### config.mk
export PLATFORM = sky130hd
export DESIGN_NAME = qspi_cmd_ctrl
export DESIGN_NICKNAME = d
export VERILOG_FILES = /design/src/rtl/qspi_cmd_ctrl.sv
export SDC_FILE = /design/constraint.sdc
export NUM_CORES = 1
export LEC_CHECK = 0
export CAP_MARGIN = 5
export CORE_MARGIN = 4
export CORE_UTILIZATION = 30
export CTS_CLUSTER_DIAMETER = 30
export DETAILED_ROUTE_END_ITERATION = 8
export HOLD_SLACK_MARGIN = 0.15
export PLACE_DENSITY = 0.63
export SYNTH_ARGS = -nofsm -noshare
export SYNTH_HDL_FRONTEND = slang
export SYNTH_SLANG_ARGS = --single-unit
### constraint.sdc
create_clock -name clk -period 1.6 [get_ports clk]
set_input_delay 0.32 -clock clk [delete_from_list [all_inputs] [get_ports clk]]
set_output_delay 0.32 -clock clk [all_outputs]
set_load 0.03 [all_outputs]
### src/rtl/qspi_cmd_ctrl.sv
// qspi_cmd_ctrl: QSPI command decoder (0x02 write / 0x03 read) driving a byte-wide memory port.
// Build option QSPI_CTRL_ADDR_INC_EN: when defined, mem_addr advances after each write ack and
// for each read prefetch; when undefined the address stays fixed for the whole transaction.
module qspi_cmd_ctrl (
    input  logic        clk,
    input  logic        nrst,
    input  logic        ncs_i,
    input  logic [7:0]  cmd_i,
    input  logic        cmd_valid_i,
    input  logic [7:0]  rx_data_i,
    input  logic        rx_valid_i,
    output logic        tx_we_o,
    output logic [7:0]  tx_data_o,
    input  logic        tx_done_i,
    output logic        mem_req_o,
    output logic        mem_we_o,
    output logic [23:0] mem_addr_o,
    output logic [7:0]  mem_wdata_o,
    input  logic        mem_ack_i,
    input  logic [7:0]  mem_rdata_i,
    output logic        overrun_o
);
`ifdef QSPI_CTRL_ADDR_INC_EN
    localparam logic [23:0] ADDR_STEP = 24'd1;
`else
    localparam logic [23:0] ADDR_STEP = 24'd0;
`endif

    typedef enum logic [2:0] {IDLE, ADDR, WR_DATA, RD_FETCH, RD_SEND, IGNORE} state_t;

    state_t      state_q;
    logic [1:0]  cnt_q;
    logic        wr_q;
    logic        drop_q;
    logic [23:0] addr_q;
    logic        mem_req_q;
    logic        mem_we_q;
    logic [23:0] mem_addr_q;
    logic [7:0]  mem_wdata_q;
    logic        tx_we_q;
    logic [7:0]  tx_data_q;
    logic        overrun_q;

    logic        busy_d;
    logic        live_ack_d;
    logic [23:0] addr_nxt_d;
    logic [23:0] wr_addr_d;
    logic [23:0] addr_shift_d;

    // busy: a request is still waiting for its ack this cycle; live_ack: an ack whose result we keep
    assign busy_d       = mem_req_q && !mem_ack_i;
    assign live_ack_d   = mem_req_q && mem_ack_i && !drop_q;
    assign addr_nxt_d   = addr_q + ADDR_STEP;
    assign wr_addr_d    = live_ack_d ? addr_nxt_d : addr_q;
    assign addr_shift_d = {addr_q[15:0], rx_data_i};

    // Transaction FSM: decode, address capture, write issue, read fetch/prefetch, abort handling
    always_ff @(posedge clk) begin
        if (!nrst) begin
            state_q     <= IDLE;
            cnt_q       <= '0;
            wr_q        <= 1'b0;
            drop_q      <= 1'b0;
            addr_q      <= '0;
            mem_req_q   <= 1'b0;
            mem_we_q    <= 1'b0;
            mem_addr_q  <= '0;
            mem_wdata_q <= '0;
            tx_we_q     <= 1'b0;
            tx_data_q   <= '0;
            overrun_q   <= 1'b0;
        end else begin
            if (mem_req_q && mem_ack_i) begin
                mem_req_q <= 1'b0;
                drop_q    <= 1'b0;
            end
            if (ncs_i) begin
                state_q <= IDLE;
                tx_we_q <= 1'b0;
                if (busy_d) drop_q <= 1'b1;
            end else begin
                case (state_q)
                    IDLE: if (cmd_valid_i) begin
                        overrun_q <= 1'b0;
                        cnt_q     <= '0;
                        wr_q      <= (cmd_i == 8'h02);
                        state_q   <= (cmd_i == 8'h02 || cmd_i == 8'h03) ? ADDR : IGNORE;
                    end
                    ADDR: if (rx_valid_i) begin
                        addr_q <= addr_shift_d;
                        cnt_q  <= cnt_q + 2'd1;
                        if (!mem_req_q) mem_addr_q <= addr_shift_d;
                        if (cnt_q == 2'd2) begin
                            state_q <= wr_q ? WR_DATA : RD_FETCH;
                            if (!wr_q && !mem_req_q) begin
                                mem_req_q <= 1'b1;
                                mem_we_q  <= 1'b0;
                            end
                        end
                    end
                    WR_DATA: begin
                        if (live_ack_d) addr_q <= addr_nxt_d;
                        if (rx_valid_i && busy_d) overrun_q <= 1'b1;
                        else if (rx_valid_i) begin
                            mem_req_q   <= 1'b1;
                            mem_we_q    <= 1'b1;
                            mem_addr_q  <= wr_addr_d;
                            mem_wdata_q <= rx_data_i;
                        end
                    end
                    RD_FETCH: begin
                        if (live_ack_d) begin
                            tx_data_q <= mem_rdata_i;
                            tx_we_q   <= 1'b1;
                            state_q   <= RD_SEND;
                        end else if (!mem_req_q) begin
                            mem_req_q  <= 1'b1;
                            mem_we_q   <= 1'b0;
                            mem_addr_q <= addr_q;
                        end
                    end
                    RD_SEND: begin
                        if (live_ack_d) tx_data_q <= mem_rdata_i;
                        if (tx_done_i && busy_d) overrun_q <= 1'b1;
                        else if (tx_done_i) begin
                            addr_q     <= addr_nxt_d;
                            mem_req_q  <= 1'b1;
                            mem_we_q   <= 1'b0;
                            mem_addr_q <= addr_nxt_d;
                        end
                    end
                    default: ;
                endcase
            end
        end
    end

    assign tx_we_o     = tx_we_q;
    assign tx_data_o   = tx_data_q;
    assign mem_req_o   = mem_req_q;
    assign mem_we_o    = mem_we_q;
    assign mem_addr_o  = mem_addr_q;
    assign mem_wdata_o = mem_wdata_q;
    assign overrun_o   = overrun_q;
endmodule

==> flow_metrics.tcl, run 1 <==
set metrics [dict create \
    whs_path_depth 4 \
    max_freq_ghz 0.605 \
    clkPwrFrac_pct 47.5 \
    yosys_warnings 0 \
    maxCapViolations 0 \
    regArea_sq_um 1510 \
    arrival_ps 1880 \
    die_area_sq_um 13800 \
    clkTransAtPathRegs_ps 60 \
    grt_pass1_wl_microns 15900 \
    avgSynthCellArea_sq_um 8.62 \
    async_flop_share_pct 0 \
    vias 3160 \
    slew_violations 0 \
    hold_path_class "primary input to flip-flop" \
    yosysTopAreaCell "dfxtp_1" \
    power_density_nw_per_um2 852 \
    first_iter_violations 180 \
    remaining_drc_errors 0 \
    gr-total-overflow 0 \
    grt_setup_unrepaired "yes" \
    r2r.worst_path.cells 5 \
    synth_edf_count 0 \
    die_y_microns 117 \
    antenna_left 0 \
    root_buffer "clkbuf_16" \
    finalHoldViolCount 0 \
    end_kind "flip-flop" \
    synth_ff_type "dfxtp_1" \
    syn-instance-count 417 \
    top_usage_layer "met2" \
    io_pins 75 \
    post_drt_wl_per_cell_microns 14.5 \
    violations "negative setup slack" \
    synth.most_common_cell "nand2_1" \
    r2r_start "state_q[1]$_SDFFE_PP0P_" \
    use_met3_pct 4.04 \
    hpwl_microns 6630 \
    dr.pass1.iters 4 \
    grt_max_degree 65 \
    wl_microns 9450 \
    switching_share_pct 22.5 \
    power_w 0.00432 \
    crit_required_ps 1830 \
    hold_end "drop_q$_SDFF_PN0_" \
    p_seq_share_pct 43.7 \
    comb_power_share_pct 8.9 \
    rows 39 \
    fill_cells 1136 \
    p_int_w 0.00335 \
    ir_worst_vdd_mv 0.460 \
    antenna_found_initial 0 \
    synth.top_cells.by_area "dfxtp_1, mux2i_1, nand2_1" \
    globalplace.congestion 0.845 \
    layout_min_cycle_time_ps 1650 \
    synth_nets 449 \
    yosys-top-cells-count "nand2_1, dfxtp_1, mux2i_1" \
    portBuffers 74 \
    dpl.cell_count 631 \
    drive_gt1_share_pct 15.0 \
    critical_path_class "flip-flop to flip-flop" \
    cts_tree "built" \
    diodes 0 \
    switchingPower_w 0.000971 \
    multi_input_area_sq_um 1990 \
    clkSinkCount 75 \
    reg2reg_to "tx_data_o[5]$_SDFFE_PN0P_" \
    dieWidth_microns 117 \
    area_growth_pct 41.3 \
    track_usage_pct 13.9 \
    cp_max_fo 8 \
    synth_area_sq_um 3590 \
    core-area_sq_um 11600 \
    clock_latency_ps 340 \
    grt_pass1_vias 3195 \
    outcome "finished with violations" \
    nNetsFinal 535 \
    setup_viol 26 \
    cts.htree.levels 3 \
    grtUsageMet1_pct 17.9 \
    initial_core_util_pct 31.1 \
    leakage_nw 2.26 \
    ys_ff_latch 75 \
    start_kind "flip-flop" \
    synth_top_area_share_pct 41.8 \
    finClkSkew_ps 4.27 \
    use_met2_pct 22.4 \
    viasPerCell 4.85 \
    cts_buffers 9 \
    hold_buffers 0 \
    slew_headroom_pct 77.7 \
    stdcell_count 651 \
    setup_ws_ps -52.6 \
    post-route-period-util_pct 103 \
    yosysSeqAreaShare_pct 41.8 \
    cts_max_path_buffers 2 \
    worst_slew_pin_slew_ps 337 \
    hp-start "nrst" \
    synth_cell_type_count 43 \
    reg2reg_setup_slack_ps -50 \
]
## worst max-delay path by stage
stage | from | endpoint
3_5_place_dp | mem_ack_i | mem_addr_o[20]$_SDFFE_PN0P_
6_report | state_q[1]$_SDFFE_PP0P_ | tx_data_o[5]$_SDFFE_PN0P_
2_1_floorplan | mem_req_o$_SDFF_PN0_ | mem_addr_o[1]$_SDFFE_PN0P_
3_3_place_gp | mem_ack_i | mem_addr_o[21]$_SDFFE_PN0P_
4_1_cts | state_q[1]$_SDFFE_PP0P_ | tx_data_o[3]$_SDFFE_PN0P_
5_1_grt | state_q[1]$_SDFFE_PP0P_ | tx_data_o[4]$_SDFFE_PN0P_
## registers in the layout (all words and copies together), names as in the netlist
register     count
mem_we_o         1
drop_q           1
mem_wdata_o      8
wr_q             1
mem_req_o        1
cnt_q            2
overrun_o        1
mem_addr_o      24
tx_we_o          1
addr_q          24
tx_data_o        8
state_q          3
## logic make-up after synthesis
kind of cell	count (synthesis)	share of synthesized area, %
AOI/OAI and AO/OA	96	18.1
and+or+nand+nor	162	22.6
DFF	75	41.8
buffers and inverters	39	4.91
adders and majority gates	1	0.348
muxes	43	12.0
xor gates and xnor gates	1	0.244
## per-layer routing
metal  up-vias  part of all wire [%]
met4         0                   1.9
met3        14                   4.5
met1      1465                    47
met5         -                     0
met2        59                    47
li1       1622                     -
## worst max-delay path: stages (launching register included)
cell      delay [ps]
dfxtp_4          360
or3b_4           410
a2111o_1         400
buf_6            160
mux2i_1          150
nor2b_1           60
## timing repair
| action | in CTS | in global routing |
|---|---|---|
| buffers inserted | 0 | 1 |
| pin swaps | 0 | 3 |
| resized for setup | 51 | 14 |
| gates cloned | 0 | 3 |
| setup endpoints to repair | 75 | 53 |
## cells in the final DEF, fill, tap and decap left out, drive strengths merged, types with 20 or more instances in the layout
cell type | synthesis | final
clkdlybuf4s50 | 0 | 29
and3 | 25 | 25
o21ai | 29 | 29
nor2b | 20 | 20
nand2 | 79 | 79
dfxtp | 75 | 75
a21boi | 49 | 49
dlygate4sd2 | 0 | 44
mux2i | 43 | 43
buf | 11 | 36
## final cells by class
class / count / area share [%]
Clock buffer: 14 / 5.82
Clock inverter: 2 / 0.271
Inverter: 3 / 0.222
Multi-Input combinational cell: 303 / 39.1
Sequential cell: 75 / 29.8
Tap cell: 143 / 3.52
Timing Repair Buffer: 111 / 21.3
## per-stage QoR
stage                     area [sq um]  setup slack, ps  utilization, %  setup TNS (ps)  hold WS, ps
final                             5080            -52.6            43.9            -651          446
after floorplan                   3650           0.0330               -               0          431
after global routing              5080             -136            43.9           -2070          465
after global placement            4700             -302            40.7          -15040          438
after CTS                         4970            -58.8            43.0            -422          450
after detailed placement          4700             -334            40.7          -15300          441
## power groups by stage
stage / sequential, W / combinational (W) / clock, W
CTS: 0.00189 / 0.000364 / 0.00211
floorplan: 0.00194 / 0.000172 / 0
global placement: 0.00193 / 0.000363 / 0
detailed placement: 0.00193 / 0.000367 / 0
global route: 0.00189 / 0.000415 / 0.00217
finish: 0.00189 / 0.000383 / 0.00205
Power figures use the tool's default switching activity.
==> run 2, diff against run 1 <==
PLACE_DENSITY = 0.55   (was 0.63)
==> flow_metrics.tcl, run 2 (synthesis results as in run 1) <==
set metrics [dict create \
    area_growth_pct 41.7 \
    finalHoldViolCount 0 \
    slew_headroom_pct 77.8 \
    setup_tns_ps -695 \
    root_buffer "clkbuf_16" \
    die_y_microns 117 \
    crit_start "state_q[1]$_SDFFE_PP0P_" \
    rows 39 \
    portBuffers 74 \
    clkSinkCount 75 \
    cp_max_fo 7 \
    ir_worst_vdd_mv 0.514 \
    final_cell_mix "nand2_1, dfxtp_1, dlygate4sd2_1" \
    finClkSkew_ps 7.99 \
    cts_setup_buffers 0 \
    stdcell_count 657 \
    clock_latency_ps 330 \
    power_density_nw_per_um2 855 \
    post_drt_wl_per_cell_microns 14.4 \
    drive_gt1_share_pct 15.0 \
    wl_microns 9470 \
    arrival_ps 1850 \
    core-area_sq_um 11600 \
    grt_max_degree 80 \
    cts.htree.levels 3 \
    setup_viol 29 \
    clkTransAtPathRegs_ps 60 \
    antenna_left 0 \
    fill_cells 1164 \
    first_iter_violations 153 \
    end_kind "flip-flop" \
    critical_path_class "flip-flop to flip-flop" \
    leakage_nw 2.27 \
    grt_pass1_wl_microns 15800 \
    dieWidth_microns 117 \
    setup_ws_ps -51.9 \
    violations "negative setup slack" \
    hold_buffers 0 \
    start_kind "flip-flop" \
    diodes 0 \
    vias 3171 \
    hp-start "addr_q[18]$_SDFFE_PN0P_" \
    slew_violations 0 \
    track_usage_pct 13.8 \
    viasPerCell 4.83 \
    cts_max_path_buffers 2 \
    whs_ps 450 \
    post-route-period-util_pct 103 \
    dpl.cell_count 640 \
    grt_pass1_vias 3184 \
    dr.pass1.iters 4 \
    max_freq_ghz 0.605 \
    hold_path_class "flip-flop to flip-flop" \
    die_area_sq_um 13800 \
    outcome "finished with violations" \
    r2r_start "state_q[1]$_SDFFE_PP0P_" \
    crit_required_ps 1800 \
    layout_min_cycle_time_ps 1650 \
    cts_buffers 9 \
    remaining_drc_errors 0 \
    nNetsFinal 541 \
    io_pins 75 \
    pre_cts_slack_ps -370 \
    antenna_found_initial 0 \
    grt_setup_unrepaired "yes" \
    gr-total-overflow 0 \
    cts_tree "built" \
    hpwl_microns 6820 \
    maxCapViolations 0 \
    worst_slew_pin_slew_ps 335 \
    globalplace.congestion 0.810 \
    initial_core_util_pct 31.1 \
    final_common_cell "nand2_1" \
]
-- run 2: critical path, stage by stage (launching register included) --
cell     delay (ps)
dfxtp_2         340
buf_4           170
and3_4          180
o31ai_4         280
nand4_4         220
buf_6           200
mux2i_2         140
-- run 2: stage by stage --
| step | utilization [%] | area [sq um] | total power, W |
|---|---|---|---|
| after floorplan | - | 3650 | 0.00212 |
| after CTS | 43.6 | 5040 | 0.00439 |
| after global routing | 44.0 | 5090 | 0.00450 |
| final | 44.0 | 5090 | 0.00436 |
| after global placement | 41.2 | 4770 | 0.00231 |
| after detailed placement | 41.2 | 4770 | 0.00231 |
-- run 2: what timing repair did --
item	4_1_cts	5_1_grt
gates cloned	0	1
gates resized for setup	52	9
setup endpoints to repair	104	62
pin swaps	2	1
-- run 2: layout make-up --
class                      count  area, sq um  share of cell area, %
timing repair buffer         117         1110                   21.9
clock inverter                 7         80.1                   1.57
multi-input combinational    303         1970                   38.8
inverter                       3         11.3                  0.221
clock buffer                   9          225                   4.42
sequential                    75         1510                   29.6
tap                          143          179                   3.51
-- run 2: where the power goes --
part	internal (W)	switching, W	leakage, nW
sequential	0.00188	0.00000936	0.606
clock	0.00123	0.000845	0.149
combinational	0.000205	0.000185	1.52
-- run 2: worst paths after layout --
| check | slack (ps) | cells after the start | end |
|---|---|---|---|
| setup / recovery | -50 | 6 | mem_addr_o[2]$_SDFFE_PN0P_ |
| hold / removal | 450 | 2 | addr_q[18]$_SDFFE_PN0P_ |
| setup reg to reg | -50 | 6 | mem_addr_o[2]$_SDFFE_PN0P_ |
| hold reg to reg | 450 | 2 | addr_q[18]$_SDFFE_PN0P_ |
-- run 2: per-layer routing --
layer  track usage (%)  wire, microns  vias up
met1              18.8           4650     1487
li1                  -              -     1622
met5                 0              0        -
met2              21.7           4270       60
met4              4.18             55        0
met3              3.46            502        2
==> run 3, diff against run 2 <==
CELL_PAD_IN_SITES_DETAIL_PLACEMENT = 1   (was default)
CELL_PAD_IN_SITES_GLOBAL_PLACEMENT = 1   (was default)
PLACE_DENSITY = 0.69   (was 0.55)
==> flow_metrics.tcl, run 3 (synthesis results as in run 1) <==
set metrics [dict create \
    outcome "finished with violations" \
    violations "negative setup slack" \
    max_freq_ghz 0.593 \
    diodes 0 \
    final_common_cell "dfxtp_1" \
    viasPerCell 5.07 \
    cts_max_path_buffers 2 \
    dr.pass1.iters 4 \
    hold_path_class "primary input to flip-flop" \
    switchingPower_w 0.00105 \
    setup_viol 48 \
    area_growth_pct 49.9 \
    clock_latency_ps 340 \
    end_kind "flip-flop" \
    grt_pass1_vias 3423 \
    power_w 0.00420 \
    die_area_sq_um 13800 \
    clkTransAtPathRegs_ps 70 \
    grt_pass1_wl_microns 17900 \
    finClkSkew_ps 10.8 \
    hold_buffers 0 \
    start_kind "flip-flop" \
    clkSinkCount 75 \
    drive_gt1_share_pct 22.7 \
    switching_share_pct 24.9 \
    worst_slew_pin_slew_ps 353 \
    leakage_nw 2.50 \
    globalplace.congestion 0.852 \
    comb_power_share_pct 10.2 \
    setup_tns_ps -1810 \
    post_drt_wl_per_cell_microns 17.2 \
    cts.htree.levels 3 \
    hpwl_microns 7460 \
    crit_required_ps 1830 \
    wl_microns 11500 \
    whs_path_depth 2 \
    p_int_w 0.00315 \
    arrival_ps 1920 \
    slew_headroom_pct 76.6 \
    maxCapViolations 0 \
    finalHoldViolCount 0 \
    dieWidth_microns 117 \
    grt_setup_unrepaired "yes" \
    cts_tree "built" \
    core-area_sq_um 11600 \
    slew_violations 0 \
    root_buffer "clkbuf_16" \
    die_y_microns 117 \
    whs_ps 292 \
    gr-total-overflow 0 \
    p_seq_share_pct 45.0 \
    first_iter_violations 160 \
    antenna_left 0 \
    cts_buffers 9 \
    setup_ws_ps -85.6 \
    post-route-period-util_pct 105 \
    io_pins 75 \
    ir_worst_vdd_mv 0.353 \
    cp_max_fo 8 \
    track_usage_pct 15.8 \
    antenna_found_initial 0 \
    initial_core_util_pct 31.1 \
    rows 39 \
    pre_cts_slack_ps -406 \
    clkPwrFrac_pct 44.8 \
    final_util_pct 46.6 \
    remaining_drc_errors 0 \
    portBuffers 74 \
    vias 3387 \
    layout_min_cycle_time_ps 1690 \
    grt_max_degree 77 \
    final_cell_mix "dfxtp_1, nand2_1, dlygate4sd2_1" \
    nNetsFinal 552 \
    r2r.worst_path.cells 5 \
    critical_path_class "flip-flop to flip-flop" \
    power_density_nw_per_um2 780 \
]
[run 3: cell type report]
class                   instances  area, sq um
fillers                      1324         6180
multi-input cells             303         2140
flip-flops and latches         75         1510
repair buffers                128         1270
clock buffers                  10          229
well taps                     143          179
clock inverters                 6         40.0
inverters                       3         11.3
[run 3: critical path, cell delays in order, from the launching register on]
cell and delay [ps]:
dfxtp_4 370, or3b_4 430, a2111o_1 390, buf_6 160, mux2i_2 160, nor2b_1 60
[run 3: final timing paths]
path,from,to,slack (ps)
max,state_q[1]$_SDFFE_PP0P_,tx_data_o[4]$_SDFFE_PN0P_,-90
min,nrst,wr_q$_SDFFE_PN0P_,290
max reg2reg,state_q[1]$_SDFFE_PP0P_,tx_data_o[4]$_SDFFE_PN0P_,-90
min reg2reg,addr_q[18]$_SDFFE_PN0P_,addr_q[18]$_SDFFE_PN0P_,440
[run 3: layer usage]
metal  track usage [%]  wire, microns  share of wire [%]  vias to the layer above
met5                 0              0                  0                        -
met4              6.16            206                1.8                        0
met3              3.42            455                4.0                       15
met2              26.3           5650                 49                       64
met1              20.1           5160                 45                     1659
li1                  -              -                  -                     1649
[run 3: repair_timing]
item	CTS	global route
endpoints found under the setup margin	95	62
buffers inserted	4	6
resized for setup	67	53
gates cloned	1	4
pin swaps	1	27
[run 3: metrics by stage]
step                      area (sq um)  std cells
after floorplan                   3650        417
after global placement            4750        637
after detailed placement          4750        637
after CTS                         5090        658
after global routing              5390        668
final                             5390        668
[run 3: power by group through the flow]
| stage | clock network, W | registers (W) | logic [W] |
|---|---|---|---|
| finish | 0.00188 | 0.00189 | 0.000430 |
| CTS | 0.00191 | 0.00189 | 0.000395 |
| floorplan | 0 | 0.00194 | 0.000172 |
| detailed placement | 0 | 0.00193 | 0.000375 |
| global route | 0.00201 | 0.00189 | 0.000459 |
| global placement | 0 | 0.00193 | 0.000369 |
==> edit 1: new RTL, settings of run 1 <==
Put one more register stage on the output `overrun_o`, cleared by the reset. The value now appears one clock later. The other outputs are not delayed to match.
--- a/src/rtl/qspi_cmd_ctrl.sv
+++ b/src/rtl/qspi_cmd_ctrl.sv
@@ -141,6 +141,12 @@
     assign mem_we_o    = mem_we_q;
     assign mem_addr_o  = mem_addr_q;
     assign mem_wdata_o = mem_wdata_q;
-    assign overrun_o   = overrun_q;
+    always_ff @(posedge clk) begin
+        if (!nrst) begin
+            overrun_o <= '0;
+        end else begin
+            overrun_o <= overrun_q;
+        end
+    end
 endmodule
 
Behaviour: not the same (Yosys sat finds a counterexample within 10 cycles, from zero or initial values and one cycle with nrst low).
==> edit 1 against run 1 <==
- the flow still finishes with violations (negative setup slack)
- non-clock buffer count increased by 45
- critical path depth increased by 1
- area after synthesis increased by 0.77%
- sequential cell count increased by 1
- total power increased by 7.1%
- cell count increased by 6.8%
- setup slack got worse by 0.071 ns
- wire length increased by 21%
- final area increased by 15%
- critical endpoint is now mem_addr_o[9]
- largest cell class unchanged
==> edit 1: results (changes against run 1) <==
[drt]
viasPerCell=4.95  ; was 4.85
drtIter0Drc=168  ; was 180
met3_wirelength_um=561  ; was 425 µm
vias=3437  ; was 3160
wl_um=11400  ; was 9450 µm
m1WireLength_um=5270  ; was 4440 µm
wl_met2_um=5370  ; was 4410 µm

[final_layout]
final_util_pct=50.4  ; was 43.9%
register_area_um2=1530  ; was 1510 µm²
multi_input_area_share_pct=38.0  ; was 39.1%
nets=579  ; was 535
non_clock_inverter_count=5  ; was 3
drive_above_1_share_pct=32.4  ; was 15.0%
multi_input_gates=299  ; was 303

[status]
violations=negative setup slack  ; unchanged
status=complete, but fails checks  ; unchanged

[synth]
synth_fa_ha_area_share_pct=0.346  ; was 0.348%
synth_xor_area_share_pct=0  ; was 0.244%
synth_mux_area_share_pct=11.3  ; was 12.0%
synth_compound_area_share_pct=18.5  ; was 18.1%
syn_nets=448  ; was 449
synth_area_leaders=dfxtp_1 42%, mux2i_1 11%, a21boi_0 9.3%, nand2_1 8.6%, and3_1 4.1%  ; was dfxtp_1 42%, mux2i_1 12%, nand2_1 8.3%, a21boi_1 6.9%, and3_1 4.4%

[pwr]
power_mw=4.63  ; was 4.32 mW
power_leakage_nw=2.58  ; was 2.26 nW
sw_frac_of_total_pct=25.0  ; was 22.5%

[place]
hpwl_um=7210  ; was 6630 µm
dpl.cell_count=650  ; was 631

[sta]
setup_ws_ns=-0.123  ; was -0.0526 ns
setup_viol=26  ; unchanged
fin_hold_ws_ns=0.354  ; was 0.446 ns

[worst_setup_path]
crit_end=mem_addr_o[9]  ; was tx_data_o[5]
worst_r2r_path_depth=6  ; was 5

[grt]
grt_pass1_wl_um=16700  ; was 15900 µm
grt_util_met1_pct=20.7  ; was 17.9%
grt_pass1_vias=3202  ; was 3195
grt.total_usage_pct=14.8  ; was 13.9%
grtUsageMet2_pct=22.9  ; was 22.4%

[worst_hold_path]
min_path_cells=3  ; was 4

==> edit 1: cell types whose count changed in the layout (fill, tap and decap cells not counted), moves of 5 or more <==
cell | run 1 | this run
o21ai_1 | 17 | 10
nand2_2 | 0 | 26
a21boi_0 | 12 | 17
a21boi_2 | 0 | 14
a21boi_1 | 37 | 21
buf_4 | 26 | 47
nand2_1 | 79 | 53
buf_6 | 3 | 16
==> edit 1: metrics by stage <==
stage	setup WS (ns)	TNS (ns)
floorplan	-0.00188	-0.0188
global placement	-0.391	-17.89
detailed placement	-0.457	-20.04
CTS	-0.127	-2.18
global route	-0.191	-4.22
finish	-0.123	-1.95
==> edit 1: timing repair <==
item | 4_1_cts | 5_1_grt
hold buffers | 0 | 0
setup endpoints to repair | 86 | 68
pin swaps | 6 | 47
buffers inserted | 3 | 14
gates cloned | 2 | 12
resized for setup | 72 | 132
==> edit 2: new RTL, settings of run 1 <==
Made on the original files. Add a define of `QSPI_CTRL_ADDR_INC_EN`.
--- a/src/rtl/qspi_cmd_ctrl.sv
+++ b/src/rtl/qspi_cmd_ctrl.sv
@@ -1,6 +1,8 @@
 // qspi_cmd_ctrl: QSPI command decoder (0x02 write / 0x03 read) driving a byte-wide memory port.
 // Build option QSPI_CTRL_ADDR_INC_EN: when defined, mem_addr advances after each write ack and
 // for each read prefetch; when undefined the address stays fixed for the whole transaction.
+`define QSPI_CTRL_ADDR_INC_EN
+
 module qspi_cmd_ctrl (
     input  logic        clk,
     input  logic        nrst,
Formal check against the unedited RTL: not equivalent (a bounded check fails within 10 cycles, from zero or initial values and one cycle with nrst low).
==> edit 2 against run 1 <==
- the flow still finishes with violations (negative setup slack)
- area after synthesis is 23% higher
- sequential cell count stayed put
- die area is 21% higher
- setup slack worse by 0.17 ns
- wire length is 120% higher
- final area is 59% higher
- fmax is 9.3% lower
- synthesized cell count is 35% higher
- critical endpoint is now addr_q[15]
- highest routed layer unchanged
Power is not compared: it rests on default switching activity, and its combinational part moved more than twofold at a synthesized area within 25%.
==> edit 2: results (changes against run 1) <==
[status]
status=complete, but fails checks  ; unchanged
violations=negative setup slack  ; unchanged

[worst_setup_path]
crit_path_max_incr_delay_ns=0.43  ; was 0.41 ns
critPathTopFamily=buffers and inverters  ; was simple AND/OR/NAND/NOR gates
crit_slowest_cell=dfxtp_4  ; was or3b_4
path_max_fanout=6  ; was 8
worstPathArrival_ns=2.10  ; was 1.88 ns
worst_r2r_path_depth=10  ; was 5

[synth]
synth_warnings=0  ; unchanged
synth_area_leaders=dfxtp_1 34%, o21ai_0 6.7%, a31oi_1 4.7%, a21oi_1 4.5%, mux2i_1 4.5%  ; was dfxtp_1 42%, mux2i_1 12%, nand2_1 8.3%, a21boi_1 6.9%, and3_1 4.4%
yosys-top-cells-count=75 x dfxtp_1, 59 x o21ai_0, 50 x nor2_1  ; was 79 x nand2_1, 75 x dfxtp_1, 43 x mux2i_1
yosys.cell_types.count=80  ; was 43
async_reset_ff_share_pct=0  ; unchanged
ys_seq_area_share_pct=34.0  ; was 41.8%
syn_nets=595  ; was 449

[grt]
antenna_found_initial=0  ; unchanged
grt_pass1_wl_um=29800  ; was 15900 µm
grt_pass1_vias=5748  ; was 3195
grt.total_usage_pct=22.5  ; was 13.9%
grt_max_degree=28  ; was 65

[sta]
fin_worst_skew_ns=0.00563  ; was 0.00427 ns
setup_ws_ns=-0.222  ; was -0.0526 ns
tightest_slew_ns=0.506  ; was 0.337 ns
setup_viol=58  ; was 26

[drt]
drtIter0Drc=677  ; was 180
firstDrtPassIters=5  ; was 4
wl_um=20600  ; was 9450 µm
viasPerCell=5.94  ; was 4.85

[clock_tree]
path_clk_slew_ns=0.06  ; about the same
cts_max_level=3  ; unchanged
cts_buffers=9  ; unchanged
clock_path_buffers=2  ; unchanged
cts-root-buf=clkbuf_16  ; unchanged
clkLatencyLatePin_ns=0.35

[place]
place.gp.congestion=0.924  ; was 0.845
place_ws_ns=-0.684  ; was -0.334 ns
port_buffers=74  ; unchanged
hpwl_um=11900  ; was 6630 µm

[worst_hold_path]
min_path_cells=2  ; was 4
hold_class=flop to flop  ; was primary input to flop

[final_layout]
drive_above_1_share_pct=43.5  ; was 15.0%
num-fill-cells=1208  ; was 1136
nets=815  ; was 535
insertedDiodeCount=0  ; unchanged

[pwr]
power_leakage_nw=3.42
ir_drop_v=0.000598

==> edit 2: cell types whose count changed after synthesis, moves of 21 or more <==
cell	change
and3_1	-21
mux2i_1	-23
nand2_1	-38
a21boi_1	-33
a21oi_1	+33
o21ai_0	+54
nand3_1	+21
nor2_1	+40
a31oi_1	+31
==> edit 2: through the flow <==
| step | setup TNS [ns] | instance area (µm²) | instances | total power, mW | utilization [%] |
|---|---|---|---|---|---|
| floorplan | -0.994 | 4590 | 562 | 2.41 | - |
| global placement | -29.80 | 6340 | 901 | 2.78 | 43.8 |
| detailed placement | -32.95 | 6340 | 901 | 2.79 | 43.8 |
| CTS | -2.58 | 7620 | 960 | 5.09 | 52.6 |
| global route | -11.34 | 8090 | 971 | 5.36 | 55.9 |
| finish | -7.60 | 8090 | 971 | 5.20 | 55.9 |
==> edit 2: power by group <==
group	total [mW]	switching (mW)	leakage, nW	internal, mW
Sequential	1.97	0.0573	0.618	1.92
Clock	2.14	0.876	0.150	1.26
Combinational	1.09	0.563	2.65	0.523
==> edit 2: cell type report <==
| type | count | area (µm²) | share of cell area (%) |
|---|---|---|---|
| Timing Repair Buffer | 261 | 2600 | 32.1 |
| Inverter | 12 | 50.0 | 0.618 |
| Multi-Input combinational cell | 423 | 3370 | 41.6 |
| Clock buffer | 11 | 243 | 3.00 |
| Sequential cell | 75 | 1540 | 19.1 |
| Clock inverter | 5 | 61.3 | 0.758 |
| Tap cell | 184 | 230 | 2.84 |
==> edit 2: kinds of logic (layout without fill, tap and decap cells) <==
kind of cell,Yosys count,in the layout,share of synthesized area (%)
AOI/OAI and AO/OA,208,208,30.3
and+or+nand+nor,190,190,23.5
DFF,75,75,34.0
buffers and inverters,64,289,6.26
muxes,22,22,5.13
adders and majority gates,2,2,0.566
xor gates and xnor gates,1,1,0.198
==> edit 2: what timing repair did <==
action,4_1_cts,5_1_grt
endpoints found under the hold margin,0,0
setup buffers,36,11
gates resized for setup,187,91
pin swaps,48,41
endpoints found under the setup margin,106,70
gates cloned,8,4
==> edit 2: layer usage <==
metal  global-route usage, %  up-vias  share of wire, %
li1                        -     2573                 -
met1                    27.1     2808                38
met2                    37.3      309                49
met3                    5.65       77               8.3
met4                    11.3        0               4.6
met5                       0        -                 0
==> edit 2: worst min-delay path, delay by kind of cell, from the launching register on <==
family | cells | cell delay (ns)
AO/OA/AOI/OAI | 1 | 0.06
buffers and inverters | 1 | 0.06
flip-flops | 1 | 0.30
==> edit 2: worst paths after layout <==
kind,start,endpoint,slack (ns)
max,state_q[1],addr_q[15],-0.22
min reg2reg,mem_addr_o[18],mem_addr_o[18],0.47
min,mem_addr_o[18],mem_addr_o[18],0.47
max reg2reg,state_q[1],addr_q[15],-0.22
